File: config.mk
export PLATFORM = sky130hd
export DESIGN_NAME = bias_relu_pack
export DESIGN_NICKNAME = d
export VERILOG_FILES = /design/src/rtl/bias_relu_pack.sv
export SDC_FILE = /design/constraint.sdc
export NUM_CORES = 1
export LEC_CHECK = 0
export ABC_AREA = 1
export BUFFER_PORTS_ARGS = -buffer_cell sky130_fd_sc_hd__buf_2
export CAP_MARGIN = 20
export CORE_AREA = 2 2 408 410
export CTS_BUF_LIST = sky130_fd_sc_hd__clkbuf_2
export CTS_CLUSTER_DIAMETER = 150
export DETAILED_ROUTE_END_ITERATION = 16
export DIE_AREA = 0 0 410 412
export HOLD_SLACK_MARGIN = 0.15
export PLACE_DENSITY = 0.34
export SKIP_LAST_GASP = 1
export SLEW_MARGIN = 30
export SYNTH_ARGS = -nofsm -noshare
export SYNTH_HDL_FRONTEND = slang
export SYNTH_SLANG_ARGS = --single-unit
File: constraint.sdc
create_clock -name clk -period 4.05 [get_ports clk]
set_input_delay 0.2025 -clock clk [delete_from_list [all_inputs] [get_ports clk]]
set_output_delay 0.2025 -clock clk [all_outputs]
set_load 0.01 [all_outputs]
File: src/rtl/bias_relu_pack.sv
// Packs per-channel dot-product results into a CH-wide activation vector:
// bias add, arithmetic shift, ReLU with saturation, then FILL/HOLD handoff.
module bias_relu_pack #(
   parameter int DATA_LEN = 16,
   parameter int CH       = 32,
   parameter int CW       = $clog2(CH)
) (
   input  logic                   clk,
   input  logic                   rst,
   input  logic                   clear,
   input  logic                   in_valid,
   input  logic [DATA_LEN-1:0]    in_data,
   output logic                   in_ready,
   input  logic [CH*DATA_LEN-1:0] bias,
   input  logic [3:0]             shift,
   output logic [CW-1:0]          ch_idx,
   output logic                   out_valid,
   input  logic                   out_ready,
   output logic [CH*DATA_LEN-1:0] out_data
);

   typedef enum logic {S_FILL, S_HOLD} state_t;

   state_t                r_state;
   logic                  r_in_ready;
   logic                  r_out_valid;
   logic [CW-1:0]         r_ch_idx;
   logic [DATA_LEN-1:0]   r_slot [CH];

   logic [DATA_LEN-1:0]   w_bias_arr [CH];
   logic [DATA_LEN-1:0]   w_bias;
   logic signed [DATA_LEN:0] w_sum;
   logic signed [DATA_LEN:0] w_shifted;
   logic [DATA_LEN-1:0]   w_act;
   logic                  w_accept;
   logic                  w_last;

   generate
      for (genvar gi = 0; gi < CH; gi++) begin : g_chan
         assign w_bias_arr[gi]                     = bias[gi*DATA_LEN +: DATA_LEN];
         assign out_data[gi*DATA_LEN +: DATA_LEN] = r_slot[gi];
      end
   endgenerate

   assign w_bias = w_bias_arr[r_ch_idx];

   // One extra bit keeps the sum exact so the shift can bring it back in range.
   assign w_sum     = $signed({in_data[DATA_LEN-1], in_data}) + $signed({w_bias[DATA_LEN-1], w_bias});
   assign w_shifted = w_sum >>> shift;

   always_comb begin
      w_act = w_shifted[DATA_LEN-1:0];
      if (w_shifted[DATA_LEN])
         w_act = '0;
      else if (w_shifted[DATA_LEN-1])
         w_act = {1'b0, {(DATA_LEN-1){1'b1}}};
   end

   assign w_accept = in_valid && r_in_ready && (r_state == S_FILL) && !clear;
   assign w_last   = (r_ch_idx == CW'(CH-1));

   always_ff @(posedge clk) begin
      if (rst) begin
         r_state     <= S_FILL;
         r_in_ready  <= 1'b1;
         r_out_valid <= 1'b0;
         r_ch_idx    <= '0;
      end else if (clear) begin
         r_state     <= S_FILL;
         r_in_ready  <= 1'b1;
         r_out_valid <= 1'b0;
         r_ch_idx    <= '0;
      end else begin
         case (r_state)
            S_FILL: begin
               if (w_accept) begin
                  if (w_last) begin
                     r_ch_idx    <= '0;
                     r_state     <= S_HOLD;
                     r_in_ready  <= 1'b0;
                     r_out_valid <= 1'b1;
                  end else begin
                     r_ch_idx <= r_ch_idx + 1'b1;
                  end
               end
            end
            S_HOLD: begin
               if (out_ready) begin
                  r_state     <= S_FILL;
                  r_in_ready  <= 1'b1;
                  r_out_valid <= 1'b0;
               end
            end
            default: begin
               r_state     <= S_FILL;
               r_in_ready  <= 1'b1;
               r_out_valid <= 1'b0;
            end
         endcase
      end
   end

   // Slots are only rewritten on accept; stale values persist until overwritten.
   always_ff @(posedge clk) begin
      for (int k = 0; k < CH; k++) begin
         if (rst)
            r_slot[k] <= '0;
         else if (w_accept && (r_ch_idx == CW'(k)))
            r_slot[k] <= w_act;
      end
   end

   assign in_ready  = r_in_ready;
   assign out_valid = r_out_valid;
   assign ch_idx    = r_ch_idx;

endmodule

==> reports/results.env <==
STARTPOINT_TYPE_OF_THE_WORST_SETUP_PATH='register'
FINAL_AREA_MM2=0.0387
MAX_CAP_VIOL_COUNT=0
LAYOUT-DRIVE-GT1-SHARE_PCT=49.8
CRIT_PATH_END_KIND='register'
FINALSETUPVIOLATIONS=479
DESIGN.FINAL.NETS=4454
ASYNCSETRESETFLOPFRACSYNTH_PCT=0
IOPINCOUNT=1056
VIOLATIONS='negative setup slack'
TIMING.FINAL.CRIT_SHARE_PCT=107
TIMING.REG2REG.WORST_PATH_DEPTH=27
GRT_PASS1_WL_MM=202
GP_CONGESTION=0.891
SYNTHESIS.AREA_PER_INSTANCE_UM2=9.48
CRIT_PATH_MAX_INCR_DELAY_NS=0.41
MIN-DELAY-START='in_data[7]'
BIGGEST_AREA_CONTRIBUTORS_IN_THE_SYNTHESIZED_NETLIST='sky130_fd_sc_hd__edfxtp_1 60%, sky130_fd_sc_hd__nor2_1 12%, sky130_fd_sc_hd__o21ai_0 6.1%, sky130_fd_sc_hd__nand2_1 3.7%, sky130_fd_sc_hd__o22ai_1 3.3%'
FLOORPLAN.DIE_AREA_MM2=0.169
TOTAL_COUNT_OF_HOLD_CHECK_FAILURES_IN_THE_FINAL_REPORT=0
ANTENNA_FOUND_INITIAL=33
ACHIEVABLE-FREQUENCY_MHz=231
POST_DRT_WL_PER_CELL_UM=25.8
TIMING.CRITICAL_PATH.REQUIRED_NS=5.18
CTS_INSERTED_BUFFERS=132
YOSYS.CELL_COUNT.TOP_TYPE='sky130_fd_sc_hd__nor2_1'
DRT_PASS1_ITERATIONS=7
DETAILROUTE.WIRELENGTH.MET2_MM=84.4
NETLIST.AREA_LEADER.SHARE_PCT=60.2
INITIAL_CORE_UTIL_PCT=14.6
DRT_WL_TOTAL_MM=160
CRITICAL_PATH_CLASS='reg2reg'
CTS.SINK_COUNT=488
GR-USAGE-ALL-LAYERS_PCT=17.3
TOP_CELLS_BY_COUNT_SYNTH='782 x sky130_fd_sc_hd__nor2_1, 480 x sky130_fd_sc_hd__edfxtp_1, 294 x sky130_fd_sc_hd__o21ai_0'
AREA_GROWTH_SYN_TO_LAYOUT_PCT=61.6
YOSYS_WARNINGS=0
CTS_ROOT_BUFFER_TYPE='sky130_fd_sc_hd__clkbuf_2'
PLACED_CELL_AREA_MM2=0.0340
SYNTH_AREA_LEADER_CELL='sky130_fd_sc_hd__edfxtp_1'
FIRST_ITER_VIOLATIONS=1601
P_PER_AREA_mW_PER_MM2=355
STATUS='finished, violations left'
NUMBER_OF_I_O_PORT_BUFFERS=1023
CLOCKBUFFERDEPTH=3
WORSTREG2REGEND='r_slot[0][193]'
REGTOREGSTARTPOINT='ch_idx[0]'
DP.FINAL_HPWL_MM=121
REG2REG_SETUP_SLACK_NS=-0.28
WIDTH_OF_THE_CHIP_UM=410
CTSHTREEMAXLEVEL=4
SYN_AREA_MM2=0.0240
FIN_CRIT_NS=4.33
MAXSLEWHEADROOM_PCT=31.5
SLEW_VIOLATIONS=0
PATH_CLK_SLEW_NS=0.10
MAXIMUM_VDD_DROP_uV=206
GRT_SETUP_UNREPAIRED='yes'
LEAKAGE_POWER_FIGURE_uW=0.0166
FINALPOWER_uW=13800
FIRST_GLOBAL_VIAS=24600
GRT.OVERFLOW.TOTAL=0
POST_SYNTH_INST_COUNT=2527
INSERTION_DELAY_NS=1.43
SYNTH-SEQ-AREA-SHARE_PCT=60.8
WORSTHOLDPATHTYPE='in2reg'
SYNTH-SEQ-CELLS=488
FINAL.SETUP_SKEW_NS=0.101
WHS_PATH_DEPTH=14
FP.COREAREA_MM2=0.164
DETAIL_ROUTE.WIRELENGTH.MET1_MM=62.1
NUMBER_OF_LIBRARY_CELL_TYPES_MAPPED_BY_SYNTHESIS=37
GRT_START_MAX_NET_PINS=48
PRECTSSETUPSLACK_NS=-1.11
MOST_COMMON_FLOP_CELL_MAPPED_BY_YOSYS='sky130_fd_sc_hd__edfxtp_1'
TRITONCTS='yes'
HIGHEST-SIGNAL-LAYER='met5'
WIRE_LENGTH_ON_MET3_MM=8.91
VIASPERCELL=4.04
DRC=0
ROUTE.VIAS.TOTAL=25000
HOLD-PATH-ENDPOINT='r_slot[0][35]'
POSTROUTEANTENNANETS=0
WORSTMARGINPINSLEW_NS=1.03
LAYOUT_SETUP_WS_NS=-0.283
FLOORPLAN.ROWS=149
FLOORPLAN.DIE.HEIGHT_UM=412
CP_MAX_FO=8
NUMBER_OF_SYNTHESIZED_FLOPS_WITH_AN_ENABLE_PIN=480
CRITPATHSLOWESTCELL='sky130_fd_sc_hd__fa_2'
WORST_EP_ARRIVAL_TIME_NS=5.47
-- area by class of cell --
class                   count  area (µm²)
fillers                 18200      126000
flip-flops and latches    488       14600
multi-input cells        1750       10100
repair buffers           1429        9640
well taps                2189        2740
clock buffers             194         971
inverters                  91         360
clock inverters            28         333
diodes                     12        30.0
repair inverters            2        17.5
-- flip-flops by register name, indices dropped and copies added (netlist names) --
signal and count:
ch_idx 5, r_slot 480, out_valid 1, r_state 1, in_ready 1
-- cells in the final DEF, fill, tap and decap left out, drive strengths merged --
| cell | n |
|---|---|
| a211oi | 14 |
| a21oi | 30 |
| a221oi | 15 |
| a22o | 12 |
| a31oi | 1 |
| and2 | 4 |
| buf | 1374 |
| bufinv | 8 |
| clkbuf | 217 |
| clkinv | 17 |
| conb | 32 |
| dfxtp | 8 |
| diode | 12 |
| dlygate4sd3 | 32 |
| edfxtp | 480 |
| fa | 1 |
| ha | 22 |
| inv | 96 |
| nand2 | 246 |
| nand3 | 144 |
| nand4 | 6 |
| nor2 | 787 |
| nor3 | 2 |
| o211ai | 1 |
| o21a | 1 |
| o21ai | 295 |
| o22ai | 128 |
| or2 | 2 |
| xnor2 | 1 |
| xor2 | 6 |
-- timing repair --
| item | in CTS | in global routing |
|---|---|---|
| resized for setup | 134 | 405 |
| buffers inserted | 6 | 27 |
| hold endpoints to repair | 968 | 480 |
| setup endpoints to repair | 480 | 480 |
| hold buffers | 17 | 15 |
| cloned | 2 | 26 |
| pin swaps | 13 | 97 |
-- kinds of logic after synthesis --
logic type | Yosys count | share of synthesized area, %
other cells | 1 | 0.0156
compound gates | 497 | 11.7
flops | 488 | 60.8
fa+ha+maj | 23 | 1.23
buf+inv | 320 | 6.15
simple gates | 1191 | 19.9
xor+xnor | 7 | 0.256
-- where the power goes --
group          total (µW)  switching (µW)  internal, µW
clock                4000            2220          1780
sequential           5750            54.0          5690
combinational        4020            2410          1610
total               13800            4680          9080
-- layer usage --
metal / global-route usage (%) / up-vias
li1: - / 11500
met1: 19.9 / 12200
met2: 32.0 / 1061
met3: 3.54 / 213
met4: 4.82 / 14
met5: 0 / -
-- worst max-delay path, delay by kind of cell (launching register included) --
family / cells / cell delay, ns
flip-flops: 1 / 0.38
adder cells (fa/ha/maj): 2 / 0.61
AND/OR/NAND/NOR: 14 / 1.29
AO/OA/AOI/OAI: 5 / 0.94
buffers and inverters: 6 / 0.84
-- how the worst max path moves through the flow --
stage	start	to	slack (ns)	cells after the start
after floorplan	ch_idx[0]	r_slot[1][246]	0.05	25
after global placement	ch_idx[0]	r_slot[0][149]	-1.09	25
after detailed placement	ch_idx[0]	r_slot[0][133]	-1.11	25
after CTS	ch_idx[0]	r_slot[0][165]	-0.41	27
after global routing	ch_idx[0]	r_slot[0][163]	-0.47	28
final	ch_idx[0]	r_slot[0][193]	-0.28	27
-- stage by stage --
stage,hold slack (ns),util [%],cells,setup TNS [ns]
floorplan,0.279,-,2558,0
global placement,0.409,20.7,5858,-452.75
detailed placement,0.411,20.7,5858,-452.20
CTS,-0.630,22.1,6105,-123.60
global route,0.171,23.6,6178,-167.76
finish,0.285,23.6,6183,-60.54
Power figures use the tool's default switching activity.
